$ cat src/rtl/spm_pkg.sv
// Shared definitions for the bit-serial signed multiplier sequencer.
//   SPM_N / SPM_PW : operand width and product width
//   S_*            : sequencer state encoding
//   spm_cnt_w()    : width of a counter that spans a given number of steps
package spm_pkg;

   localparam int SPM_N  = 8;
   localparam int SPM_PW = 2 * SPM_N;

   localparam logic [1:0] S_IDLE  = 2'd0;
   localparam logic [1:0] S_CLEAR = 2'd1;
   localparam logic [1:0] S_SHIFT = 2'd2;
   localparam logic [1:0] S_DONE  = 2'd3;

   function automatic int spm_cnt_w(input int steps);
      return (steps <= 2) ? 1 : $clog2(steps);
   endfunction

endpackage

$ cat src/rtl/spm_deser.sv
// Right-shift collect register: each enabled cycle din enters the MSB, so
// after W shifts the first bit received sits in q[0].
//   clk, rst   : clock, async active-low reset (clears q)
//   shift_en   : shift one bit in this cycle
//   din        : serial input bit
//   q          : parallel contents
module spm_deser #(
   parameter int W = 16
) (
   input  logic         clk,
   input  logic         rst,
   input  logic         shift_en,
   input  logic         din,
   output logic [W-1:0] q
);

   always_ff @(posedge clk or negedge rst) begin
      if (!rst) begin
         q <= '0;
      end else if (shift_en) begin
         q <= {din, q[W-1:1]};
      end
   end

endmodule

$ cat src/rtl/spm_seq_ctrl.sv
// Sequencer for the bit-serial signed multiplier array. Captures an operand
// pair on start, holds the multiplicand on the array, streams the multiplier
// LSB first (sign-extended to 2N bits) and gathers the serial product.
//   clk, rst      : clock, async active-low reset
//   start         : request, honoured in IDLE or DONE only
//   multiplicand  : operand A, captured on acceptance
//   multiplier    : operand B, captured on acceptance
//   busy          : high in CLEAR and SHIFT
//   done          : one-cycle pulse, product valid from this cycle
//   product       : signed A*B, held until the next DONE
//   arr_mcand     : captured multiplicand to the array
//   arr_xbit      : serial multiplier bit to the array
//   arr_clr       : clear of the array's carry/sum flops
//   arr_pbit      : serial product bit from the array, LSB first
//
// state   | meaning
// IDLE    | waiting for start
// CLEAR   | one cycle clearing the array
// SHIFT   | 2N cycles streaming multiplier bits and collecting product bits
// DONE    | result presented, done pulse; start here chains the next operation
module spm_seq_ctrl
   import spm_pkg::*;
#(
   parameter int N = SPM_N
) (
   input  logic             clk,
   input  logic             rst,
   input  logic             start,
   input  logic [N-1:0]     multiplicand,
   input  logic [N-1:0]     multiplier,
   output logic             busy,
   output logic             done,
   output logic [2*N-1:0]   product,
   output logic [N-1:0]     arr_mcand,
   output logic             arr_xbit,
   output logic             arr_clr,
   input  logic             arr_pbit
);

   localparam int PW = 2 * N;
   localparam int CW = spm_cnt_w(PW);

   logic [1:0]    state;
   logic [CW-1:0] cnt;
   logic [N-1:0]  mplier_q;
   logic [PW-1:0] prod_q;
   logic [PW-1:0] col_q;
   logic [PW-1:0] mplier_ext;
   logic          accept;

   assign accept     = start && ((state == S_IDLE) || (state == S_DONE));
   assign mplier_ext = {{N{mplier_q[N-1]}}, mplier_q};

   always_ff @(posedge clk or negedge rst) begin
      if (!rst) begin
         state     <= S_IDLE;
         cnt       <= '0;
         arr_mcand <= '0;
         mplier_q  <= '0;
         prod_q    <= '0;
      end else begin
         if (accept) begin
            arr_mcand <= multiplicand;
            mplier_q  <= multiplier;
         end
         case (state)
            S_IDLE: begin
               if (start) state <= S_CLEAR;
            end
            S_CLEAR: begin
               cnt   <= '0;
               state <= S_SHIFT;
            end
            S_SHIFT: begin
               if (cnt == CW'(PW - 1)) begin
                  state <= S_DONE;
               end else begin
                  cnt <= cnt + CW'(1);
               end
            end
            default: begin
               prod_q <= col_q;
               state  <= start ? S_CLEAR : S_IDLE;
            end
         endcase
      end
   end

   spm_deser #(.W(PW)) u_deser (
      .clk      (clk),
      .rst      (rst),
      .shift_en (state == S_SHIFT),
      .din      (arr_pbit),
      .q        (col_q)
   );

   // The collect register already holds the full result during DONE; route it
   // straight out so product is valid in the same cycle as the done pulse.
   assign product  = (state == S_DONE) ? col_q : prod_q;
   assign busy     = (state == S_CLEAR) || (state == S_SHIFT);
   assign done     = (state == S_DONE);
   assign arr_clr  = (state == S_CLEAR);
   assign arr_xbit = (state == S_SHIFT) && mplier_ext[cnt];

endmodule

$ cat config.mk
export PLATFORM = sky130hd
export DESIGN_NAME = spm_seq_ctrl
export DESIGN_NICKNAME = d
export VERILOG_FILES = /design/src/rtl/spm_pkg.sv /design/src/rtl/spm_deser.sv /design/src/rtl/spm_seq_ctrl.sv
export SDC_FILE = /design/constraint.sdc
export NUM_CORES = 1
export LEC_CHECK = 0
export BUFFER_PORTS_ARGS = -buffer_cell sky130_fd_sc_hd__buf_2
export CORE_ASPECT_RATIO = 1.1
export CORE_MARGIN = 1
export CORE_UTILIZATION = 46
export DETAILED_ROUTE_END_ITERATION = 6
export PLACE_DENSITY = 0.68
export REMOVE_ABC_BUFFERS = 1
export SYNTH_ARGS = -nofsm -noshare
export SYNTH_HDL_FRONTEND = slang
export SYNTH_HIERARCHICAL = 1
export SYNTH_SLANG_ARGS = --single-unit
$ cat constraint.sdc
create_clock -name clk -period 1.9 [get_ports clk]
set_input_delay 0.095 -clock clk [delete_from_list [all_inputs] [get_ports clk]]
set_output_delay 0.095 -clock clk [all_outputs]
set_load 0.03 [all_outputs]
==> metrics.txt <==
Tmin final=approximately 1.8 ns; Post-Synth Adder-Cell Area=under 10%; worst-path fanout max=7; area of the multi-input gates=1060 sq um; CTS Buffer Depth=2; final WL=about 4400 microns; clock skew=roughly 0.0079 ns; Nets=roughly 250; CP bufs+invs=1; post-synth top area share=54.1%; Clock Latency Late Sink=0.30 ns; post-synth top area cell=dfrtp_1; Post-Synthesis Cells=between 150 and 200; Core Box Area=around 5000 sq um; # IOs=between 40 and 50; vias in the first global route=between 1500 and 2000; worst hold path type=in2reg; final setup fails=0; largest net degree at the start of global routing=25; Post-Synth Simple-Gate Area=around 3.6%; GRT Util Overall=16.6%; slew at the pin closest to its max-slew limit=roughly 0.53 ns; layout cell share with drive strength beyond 1=about 58%; largest stage delay on the critical path=0.56 ns; Synth area leaders=dfrtp_1, mux2_2, mux2_4; reg-to-reg slack, setup=0.22 ns; critical path class=reg2out; Worst Setup Start Kind=flip-flop; outcome=complete, no violations; vias=1491; total of max-cap violations=0; root buffer cell=clkbuf_8; standard-cell rows=27; critical path arrival=around 1.7 ns; Worst setup EP type=primary output; Starting Density=between 40% and 50%; Final ANT Viol Nets=0; headroom to the max-slew limit=64.6%; H-tree depth=2; DRC=0; complex-gate fraction of the synthesized area=3.16%; Netlist cell types=31; Wirelength per Cell=14.9 microns; initial antenna violation count=0; Critical Path RT=1.80 ns; CTS tree=done; critical path cell sequence=mux4_1, nor2b_1, o31ai_1, buf_4; global-route wire length before repair=between 7000 and 8000 microns; Final Cycle Share=between 90 and 100%; Inserted Clock Buffers=5; DP HPWL=between 3000 and 4000 microns; fin cells=around 300; Synth Area in XOR/XNOR=0%; Num Clock Sinks=54; PortBufs=47; slowest stage cell, crit path=mux4_1; RePlAce Congestion=0.707; synth warn=6; Seq/Total Area, Yosys=around 54%; antenna cell count=0; Die Span Y=between 70 and 80 microns; GRT overflow=0; Slew Viols, Final=0; drt pass-1 iters=4; Cells after DPL=285; RSZ-0062 raised after global routing=no; Die Wd=72.3 microns; final hold vios=0; DRT iter0 DRCs=45; Synth Register Bits=54; Die Area=between 5000 and 6000 sq um; Fmax achieved=between 500 and 600 MHz; Cell Area, Synth=between 2000 and 2500 sq um; Reg clk slew, reported paths=about 0.090 ns; drt via density=between 5 and 6; fill count=403; syn_area_per_cell=14.9 sq um; Layout area overhead=18.2%; post-synthesis mux area share=between 30% and 40%; Worst path top cell family by delay=multiplexers; FF+latch area=approximately 1400 sq um; main combinational cell family by area after synthesis=multiplexers
==> synth_stat cells (all sizes together) <==
library cell	count
mux2	66
dfrtp	54
buf	8
ha	6
inv	5
nor2b	4
and3	3
a21oi	2
nand2	2
nand3	2
a2111oi	1
a211oi	1
a2bb2oi	1
a31o	1
a31oi	1
and2b	1
clkbuf	1
mux2i	1
mux4	1
nand2b	1
nand4b	1
nor2	1
o21a	1
o21ai	1
o311ai	1
o31ai	1
==> path summary, 6_finish.rpt <==
check | endpoint | cells past startpoint | startpoint
worst max-delay path | arr_xbit | 4 | cnt[0]
worst min-delay path | mplier_q[2] | 2 | multiplier[2]
worst max register to register | arr_mcand[3] | 5 | state[0]
worst min register to register | mplier_q[6] | 1 | mplier_q[6]
max in group asynchronous | cnt[0] | 3 | rst
min in group asynchronous | u_deser/q[6] | 2 | rst
==> cells in the final DEF (no fill, tap or decap), types with 2 or more instances in the layout <==
master and instances:
mux2_2 56, nor2b_1 4, ha_1 5, clkbuf_8 5, inv_1 5, buf_2 46
mux2_4 10, dlygate4sd3_1 4, buf_4 8, nand2_1 2, and3_1 2, dfrtp_1 53
a21oi_1 2, nand3_1 2
==> area by class of cell <==
type	count	area share [%]
clock buffers	6	2.46
flip-flops and latches	54	45.8
well taps	72	3.05
multi-input cells	100	36.0
inverters	5	0.636
repair buffers	59	11.6
clock inverters	2	0.466
==> cell families after synthesis <==
| logic type | Yosys count |
|---|---|
| multiplexers | 68 |
| AO/OA/AOI/OAI | 11 |
| AND/OR/NAND/NOR | 15 |
| flip-flops | 54 |
| buffers and inverters | 14 |
| adder cells (fa/ha/maj) | 6 |
==> registers in the layout (all words and copies together), names as in the netlist <==
register / cells
arr_mcand: 8
cnt: 4
mplier_q: 8
prod_q: 16
state: 2
u_deser/q: 16
==> through the flow <==
stage / setup TNS [ns] / setup slack (ns) / util, % / area, sq um / hold WS, ns
floorplan: -5.55 / -0.536 / - / 2430 / -0.201
finish: 0 / 0.104 / 57.9 / 2950 / 0.0186
CTS: 0 / 0.0497 / 57.0 / 2910 / 0.00369
detailed placement: 0 / 0.238 / 55.0 / 2810 / 0.107
global route: 0 / 0.00182 / 57.9 / 2950 / 0.0000452
global placement: 0 / 0.307 / 55.0 / 2810 / 0.0882
==> layer usage <==
metal | wire (microns) | up-vias | global-route usage, %
met2 | 2300 | 41 | 29.2
met4 | 36 | 0 | 3.92
met5 | 0 | - | 0
met1 | 1900 | 731 | 19.7
li1 | - | 716 | -
met3 | 202 | 3 | 5.08
==> worst reg2reg max path, stage by stage, from the launching register on <==
cell	delay [ns]
dfrtp_1	0.44
inv_1	0.09
ha_1	0.32
nor2b_1	0.12
buf_4	0.24
mux2_2	0.37
==> repair_timing <==
action                     in CTS  in global routing
setup buffers                   0                  1
hold endpoints to repair       22                  3
setup endpoints to repair       1                  7
hold buffers                    1                  3
gates resized for setup         1                  3
Power is left out: the tool's default activity adds up to more than one toggle a clock period on the data nets, which glitch-free logic cannot reach.
